**config.mk**
```make
export PLATFORM = sky130hd
export DESIGN_NAME = fios_mm_seq
export DESIGN_NICKNAME = d
export VERILOG_FILES = /design/src/rtl/fios_mm_seq.sv
export SDC_FILE = /design/constraint.sdc
export NUM_CORES = 2
export LEC_CHECK = 0
export ABC_AREA = 1
export CELL_PAD_IN_SITES_DETAIL_PLACEMENT = 1
export CELL_PAD_IN_SITES_GLOBAL_PLACEMENT = 2
export CORE_MARGIN = 10
export CORE_UTILIZATION = 39
export DETAILED_ROUTE_END_ITERATION = 8
export PLACE_DENSITY = 0.93
export SYNTH_ARGS = -nofsm -noshare
export SYNTH_HDL_FRONTEND = slang
export SYNTH_SLANG_ARGS = --single-unit
```
**constraint.sdc**
```tcl
create_clock -name clock_i -period 37.9 [get_ports clock_i]
set_input_delay 3.79 -clock clock_i [delete_from_list [all_inputs] [get_ports clock_i]]
set_output_delay 3.79 -clock clock_i [all_outputs]
set_load 0.01 [all_outputs]
```
**src/rtl/fios_mm_seq.sv**
```systemverilog
// fios_mm_seq: word-serial FIOS Montgomery multiplier, one word multiply-accumulate per cycle.
// Optional final conditional subtraction enabled by defining FIOS_MM_FINAL_SUB_EN.
module fios_mm_seq #(
    parameter int WORD_W = 17,
    parameter int S      = 8
) (
    input  logic                clock_i,
    input  logic                reset_i,
    input  logic                start_i,
    input  logic [WORD_W-1:0]   p_prime_0_i,
    input  logic [S*WORD_W-1:0] a_i,
    input  logic [S*WORD_W-1:0] b_i,
    input  logic [S*WORD_W-1:0] p_i,
    output logic                busy_o,
    output logic                done_o,
    output logic [S*WORD_W-1:0] res_o
);
    localparam int W  = WORD_W;
    localparam int SW = 2 * W + 2;
    localparam int IW = $clog2(S);
    localparam int CW = $clog2(S + 1);
    localparam logic [CW-1:0] J_LAST = CW'(S);
    localparam logic [IW-1:0] I_LAST = IW'(S - 1);

    typedef enum logic [2:0] {IDLE, LOAD, MUL, SUB, DONE} state_t;
    state_t state, state_nx;

    logic [W-1:0]   a_w [S];
    logic [W-1:0]   b_w [S];
    logic [W-1:0]   p_w [S];
    logic [W-1:0]   t_w [S];
    logic [W-1:0]   t_sh [S];
    logic [W-1:0]   t_hi, t_sh_hi, pp, m_r;
    logic [W+1:0]   carry;
    logic [IW-1:0]  i_cnt, jx;
    logic [CW-1:0]  j_cnt;
    logic           last_j;

    logic [W-1:0]   aj, bi, pj, tj, u, m_c, m;
    logic [2*W-1:0] ab, mp;
    logic [SW-1:0]  sum;
    logic [W+2:0]   fold;

    always_comb begin
        jx     = j_cnt[IW-1:0];
        last_j = (j_cnt == J_LAST);
        aj     = a_w[jx];
        bi     = b_w[i_cnt];
        pj     = p_w[jx];
        tj     = t_w[jx];
        ab     = aj * bi;
        // m makes the low word of the j=0 sum vanish
        u      = tj + ab[W-1:0];
        m_c    = u * pp;
        m      = (j_cnt == '0) ? m_c : m_r;
        mp     = m * pj;
        sum    = SW'(ab) + SW'(mp) + SW'(tj) + SW'(carry);
        fold   = {3'b000, t_hi} + {1'b0, carry};
        for (int k = 0; k < S - 1; k++) begin
            t_sh[k] = t_w[k+1];
        end
        t_sh[S-1] = fold[W-1:0];
        t_sh_hi   = {{(W-3){1'b0}}, fold[W+2:W]};
    end

`ifdef FIOS_MM_FINAL_SUB_EN
    logic [W-1:0]   d_w [S];
    logic           borrow;
    logic [W:0]     dif;
    logic [S*W-1:0] t_pk, d_pk;

    always_comb begin
        dif  = {1'b0, tj} - {1'b0, pj} - {{W{1'b0}}, borrow};
        t_pk = '0;
        d_pk = '0;
        for (int k = 0; k < S; k++) begin
            t_pk[k*W +: W] = t_w[k];
            d_pk[k*W +: W] = d_w[k];
        end
    end
`else
    logic [S*W-1:0] sh_pk;

    always_comb begin
        sh_pk = '0;
        for (int k = 0; k < S; k++) begin
            sh_pk[k*W +: W] = t_sh[k];
        end
    end
`endif

    always_ff @(posedge clock_i) begin
        if (reset_i) state <= IDLE;
        else         state <= state_nx;
    end

    always_comb begin
        state_nx = state;
        busy_o   = 1'b1;
        done_o   = 1'b0;
        unique case (state)
            IDLE: begin
                busy_o = 1'b0;
                if (start_i) state_nx = LOAD;
            end
            LOAD: state_nx = MUL;
            MUL: begin
                if (last_j && i_cnt == I_LAST)
`ifdef FIOS_MM_FINAL_SUB_EN
                    state_nx = SUB;
            end
            SUB: begin
                if (last_j) state_nx = DONE;
`else
                    state_nx = DONE;
`endif
            end
            DONE: begin
                done_o   = 1'b1;
                state_nx = IDLE;
            end
            default: state_nx = IDLE;
        endcase
    end

    always_ff @(posedge clock_i) begin
        if (reset_i) begin
            for (int k = 0; k < S; k++) begin
                a_w[k] <= '0;
                b_w[k] <= '0;
                p_w[k] <= '0;
                t_w[k] <= '0;
            end
            t_hi  <= '0;
            pp    <= '0;
            m_r   <= '0;
            carry <= '0;
            i_cnt <= '0;
            j_cnt <= '0;
            res_o <= '0;
`ifdef FIOS_MM_FINAL_SUB_EN
            for (int k = 0; k < S; k++) d_w[k] <= '0;
            borrow <= 1'b0;
`endif
        end else begin
            case (state)
                LOAD: begin
                    for (int k = 0; k < S; k++) begin
                        a_w[k] <= a_i[k*W +: W];
                        b_w[k] <= b_i[k*W +: W];
                        p_w[k] <= p_i[k*W +: W];
                        t_w[k] <= '0;
                    end
                    pp    <= p_prime_0_i;
                    t_hi  <= '0;
                    carry <= '0;
                    i_cnt <= '0;
                    j_cnt <= '0;
`ifdef FIOS_MM_FINAL_SUB_EN
                    borrow <= 1'b0;
`endif
                end
                MUL: begin
                    if (last_j) begin
                        for (int k = 0; k < S; k++) t_w[k] <= t_sh[k];
                        t_hi  <= t_sh_hi;
                        carry <= '0;
                        j_cnt <= '0;
                        i_cnt <= i_cnt + 1'b1;
`ifndef FIOS_MM_FINAL_SUB_EN
                        if (i_cnt == I_LAST) res_o <= sh_pk;
`endif
                    end else begin
                        t_w[jx] <= sum[W-1:0];
                        carry   <= sum[SW-1:W];
                        if (j_cnt == '0) m_r <= m_c;
                        j_cnt <= j_cnt + 1'b1;
                    end
                end
`ifdef FIOS_MM_FINAL_SUB_EN
                SUB: begin
                    if (last_j) begin
                        res_o <= (!borrow || t_hi != '0) ? d_pk : t_pk;
                    end else begin
                        d_w[jx] <= dif[W-1:0];
                        borrow  <= dif[W];
                        j_cnt   <= j_cnt + 1'b1;
                    end
                end
`endif
                default: ;
            endcase
        end
    end

endmodule
```
### Yosys cells after proc, flatten, opt, wreduce, memory -nomap -nowiden

Memory sizes are Yosys's and may differ from the RTL's. A register that Yosys moved wholly into a read port is not among the register bits.
Index checks and enable logic that the tools add are counted.
W data, S select, Z words.

| word-level totals | value |
|---|---|
| input port bits | 428 |
| logic and storage cells | 158 |
| bits in writable memories | 544 |
| memories | 4 |
| output and inout port bits | 138 |
| bits in registers | 216 |

| cells by class | value |
|---|---|
| equal/unequal tests | 8 |
| bitwise gates (word level) | 41 |
| add/sub/neg operators | 7 |
| multiply operators | 3 |
| mux-type cells | 78 |
| reduce and logical (&&, ||, !) cells | 9 |

Memory list:

| name | words | bits a word | read ports | clocked after memory_dff | wr ports | RTL line | RTL |
|---|---|---|---|---|---|---|---|
| a_w | 8 | 17 | 1 | 1 | 8 | 28 | `logic [W-1:0] a_w [S];` |
| b_w | 8 | 17 | 1 | 1 | 8 | 29 | `logic [W-1:0] b_w [S];` |
| p_w | 8 | 17 | 1 | 1 | 8 | 30 | `logic [W-1:0] p_w [S];` |
| t_w | 8 | 17 | 8 | 1 | 8 | 31 | `logic [W-1:0] t_w [S];` |

Operator list:

| kind | number |
|---|---|
| $mux W17 | 43 |
| $mul A17 B17 Y34 | 2 |
| $or A1 B1 Y1 | 40 |
| $pmux W19 S2 | 1 |
| $add A35 B17 Y36 | 1 |
| $add A36 B19 Y36 | 1 |
| $mux W3 | 12 |
| $add A34 B34 Y35 | 1 |
| $pmux W17 S2 | 1 |
| $add A17 B19 Y20 | 1 |
| $mux W19 | 1 |
| $add A17 B17 Y17 | 1 |
| $mul A17 B17 Y17 | 1 |
| $reduce_or A17 Y1 | 1 |
| $mux W1 | 16 |
| $pmux W3 S3 | 1 |
| $pmux W4 S2 | 1 |
| $eq A3 B3 Y1 const B | 2 |
| $ne A2 B2 Y1 const B | 3 |
| $pmux W3 S2 | 1 |
| $reduce_and A2 Y1 | 3 |
| $add A4 B1 Y4 const B | 1 |
| $eq A4 B4 Y1 const B | 1 |
| $logic_not A4 Y1 | 1 |
| 9 further kinds | 9 |

### Logic depth before layout (Yosys ltp)

| logic depth | value |
|---|---|
| depth in word-level cells | 10 |
| gate-level depth with buffers | 86 |
| mapped depth without buffers | 80 |

### Worst setup path before layout

OpenSTA, ideal clock, no wires.

| timing | value |
|---|---|
| path type | reg-to-reg |
| start | reg (tool-made name) |
| end | reg carry[14] |
| buffers on the path | 5 |
| arrival time | 16.457 ns |
| cell stages (with the launch flop) | 79 |
| setup slack | 21.311 ns |
| setup time | 0.132 ns |
| data required time | 37.768 ns |
| clock period less this slack | 16.589 ns |
| cell sequence | dfxtp_1 -> clkbuf_1 -> inv_1 -> clkbuf_1 -> clkbuf_1 -> clkbuf_1 -> nor2_1 -> o22ai_1 -> nand2_1 -> o21ai_0 -> clkbuf_1 -> nand2_1 -> fa_1 -> inv_1 -> ha_1 -> ha_1 -> inv_1 -> fa_1 -> [... 43 more ...] -> fa_1 -> inv_1 -> fa_1 -> fa_1 -> inv_1 -> fa_1 -> fa_1 -> ha_1 -> a21oi_1 -> o221ai_1 -> nand2_1 -> nand3_1 -> a31o_2 -> nand2_1 -> nand2_1 -> or2_2 -> nand3_1 -> a21oi_1 |

RTL lines:

| element | RTL line | RTL |
|---|---|---|
| to (signal assigned) | 175 | `carry <= sum[SW-1:W];` |
| to (decl) | 34 | `logic [W+1:0] carry;` |

==> impl_results.md <==
* Total gr overflow at 0
* Share of layout cells above drive strength 1 at 0.0369
* Sink Count at between 700 and 800
* CP Capture Type: register
* Final Hold Viols at 0
* DRT antenna net count at 0
* Area of the multi-input gates at 32,000 µm²
* Max Clk Rate at 48.0 MHz
* Cells after synthesis at 6,998
* CP arrival at 21.37 ns
* Post-synth EDFFs at 544
* Commonest cells post-synth: inv_1, nor2_1, nand2_1
* CTS H-tree depth at 3
* Synth-to-Final Area Change at 17.9%
* Insertion delay to the later sink of the worst-skew pair at 0.72 ns
* Register Area at 20,500 µm²
* Ys flop type: edfxtp_1
* RSZ-0062 raised after global routing: no
* Detailed-route via count at between 40,000 and 50,000
* Cell taking the most area after synthesis: edfxtp_1
* Synthesized Nets at 8,356
* Final setup margin at about 17 ns
* Die area at around 170,000 µm²
* CTS Root Cell: clkbuf_16
* Final Util at 0.461
* Avg Synthesized Cell Area at 8.48 µm²
* Post-Route WL at 221,000 µm
* Tcrit/Tclk final at 0.549
* Vias per cell at 5.24
* First drt pass iteration count at 6
* Slew Viols, Final at 0
* Worst hold path cell count at 2
* Synth cell types at between 50 and 60
* Placed cell area at 67,100 µm²
* Tot GR Track Use at 0.258
* Initial antenna violation count at 22
* Worst R2R End: carry[14]
* Worst hold path endpoint: pp[16]
* Clock period minus final worst setup slack at 20.82 ns
* I/O pin count at 566
* Postcts setup bufs at 0
* Die X at 410 µm
* Clock tree buffer depth at 3
* Largest net degree at the start of global routing at 105
* R2R depth at 68
* PortBufs at between 500 and 600
* Max Cap Viol at 0
* Initial Util at 0.391
* Top cells by area, synth: edfxtp_1, fa_1, inv_1
* Cell area after synthesis at approximately 60,000 µm²
* R2r setup slk at 17.08 ns
* Status: completed
* Die height at 410 µm
* Post-synth ARST share at 0
* Sequential fraction of the synthesis area at 0.346
* Normalized max-slew margin at 0.0755
* Iter 0 DRT Violations at 4,175
* WL per Instance at 23.2 µm
* Post-detail-place hpwl at 174,000 µm
* Core footprint at roughly 150,000 µm²
* Clock slew at reported path FFs at roughly 0.06 ns
* Num CTS Buffers at between 80 and 90
* CP required at 38.45 ns
* RD Place Congestion at between 0.9 and 1
* CTS tree: done
* Synth Warn # at 0
* Nets at 8,793
* Finished layout cell area at 69,900 µm²
* Dominant cell type by count on the critical path: fa_1
* First-pass GRT wire length at 333,000 µm
* Worst Setup Path Type: register to register
* Type of the worst min-delay path: register to register
* Sum Neg Setup Slack at 0 ns
* Hold wc startpoint: pp[16]
* Cts repair resizes at 0
* FILL cells at 17,900
* Final Setup Violations at 0
* Rows at 143
* # hold bufs at CTS at 0
* DP Worst Slack at 17.31 ns
* Most numerous cell in the Yosys netlist: inv_1
* Clock skew at between 0.05 and 0.06 ns
* CP max stage cell: dfxtp_4
* # DRC at 0
* Critical Path Start Type: register
* Slew @ Worst Pin at 1.38 ns
* Synthesized flop and latch total at 752
* CP Max Fanout at 85
* Top cell type's share of synthesized area at 0.275
* Vias in the first global route at 54,200
* CP peak stage delay at 0.86 ns
[worst max path at each step]
stage                        start         to  slack [ns]
after floorplan           register  carry[14]       21.31
after global placement    register  carry[16]       17.65
after detailed placement  register  carry[16]       17.31
after CTS                 register  carry[16]       17.22
after global routing      register  carry[16]       16.02
final                     register  carry[14]       17.08
[critical path: cells and delay by family (launching register included)]
kind                       cells  cell delay [ns]
buffers and inverters         14             2.52
adders and majority gates     23            10.80
xor gates and xnor gates       3             0.95
DFF                            1             0.86
and+or+nand+nor               18             2.61
AOI/OAI and AO/OA             10             2.72
[layout by cell type, fill, tap and decap left out, drive strengths merged, types with 2 or more instances in the layout]
cell type and n:
a211oi 3, a21boi 3, a21o 6, a21oi 264, a31oi 2, a32o 36
and2 3, buf 84, bufinv 5, clkbuf 114, clkdlybuf4s50 564, clkinv 46
clkinvlp 5, dfxtp 208, diode 12, edfxtp 544, fa 611, ha 319
inv 1498, nand2 1067, nand3 140, nand3b 3, nand4 17, nor2 1175
nor3 20, nor4 3, o211ai 6, o21a 3, o21ai 527, o21bai 8
o221ai 19, o22ai 80, o32ai 34, or2 10, xnor2 31, xor2 39
[logic make-up after synthesis]
kind of cell / count (synthesis) / synth area share
flip-flops: 752 / 0.346
buffers and inverters: 1811 / 0.115
AO/OA/AOI/OAI: 996 / 0.0946
XOR/XNOR: 71 / 0.0107
adder cells (fa/ha/maj): 930 / 0.274
AND/OR/NAND/NOR: 2438 / 0.161
[routing by layer]
metal	vias to the layer above	share of wire	GRT usage
li1	22600	-	-
met1	25100	0.42	0.333
met3	427	0.076	0.0553
met2	1836	0.46	0.420
met4	30	0.041	0.103
met5	-	0.00090	0
[through the flow]
stage | hold WS, ns | std cells
final | 0.451 | 9545
after global routing | 0.485 | 9538
after CTS | 0.451 | 9533
after detailed placement | 0.440 | 9375
after global placement | 0.439 | 9375
after floorplan | 0.419 | 6998
[layout make-up]
type	instances	share of cell area
Clock inverter	44	0.00711
Sequential cell	752	0.293
Timing Repair Buffer	648	0.0898
Tap cell	2030	0.0363
Antenna cell	12	0.000430
Inverter	1510	0.0813
Multi-Input combinational cell	4435	0.458
Clock buffer	114	0.0332
[registers in the layout, indices dropped and copies added (netlist names), named ones only]
name,flops
carry,19
state,3
p_w,136
pp,17
t_w,136
i_cnt,3
m_r,17
res_o,136
a_w,136
b_w,136
t_hi,3
j_cnt,4
Power is not shown: default switching activity piles up to over one toggle a cycle in this logic, so the estimate is an artifact.
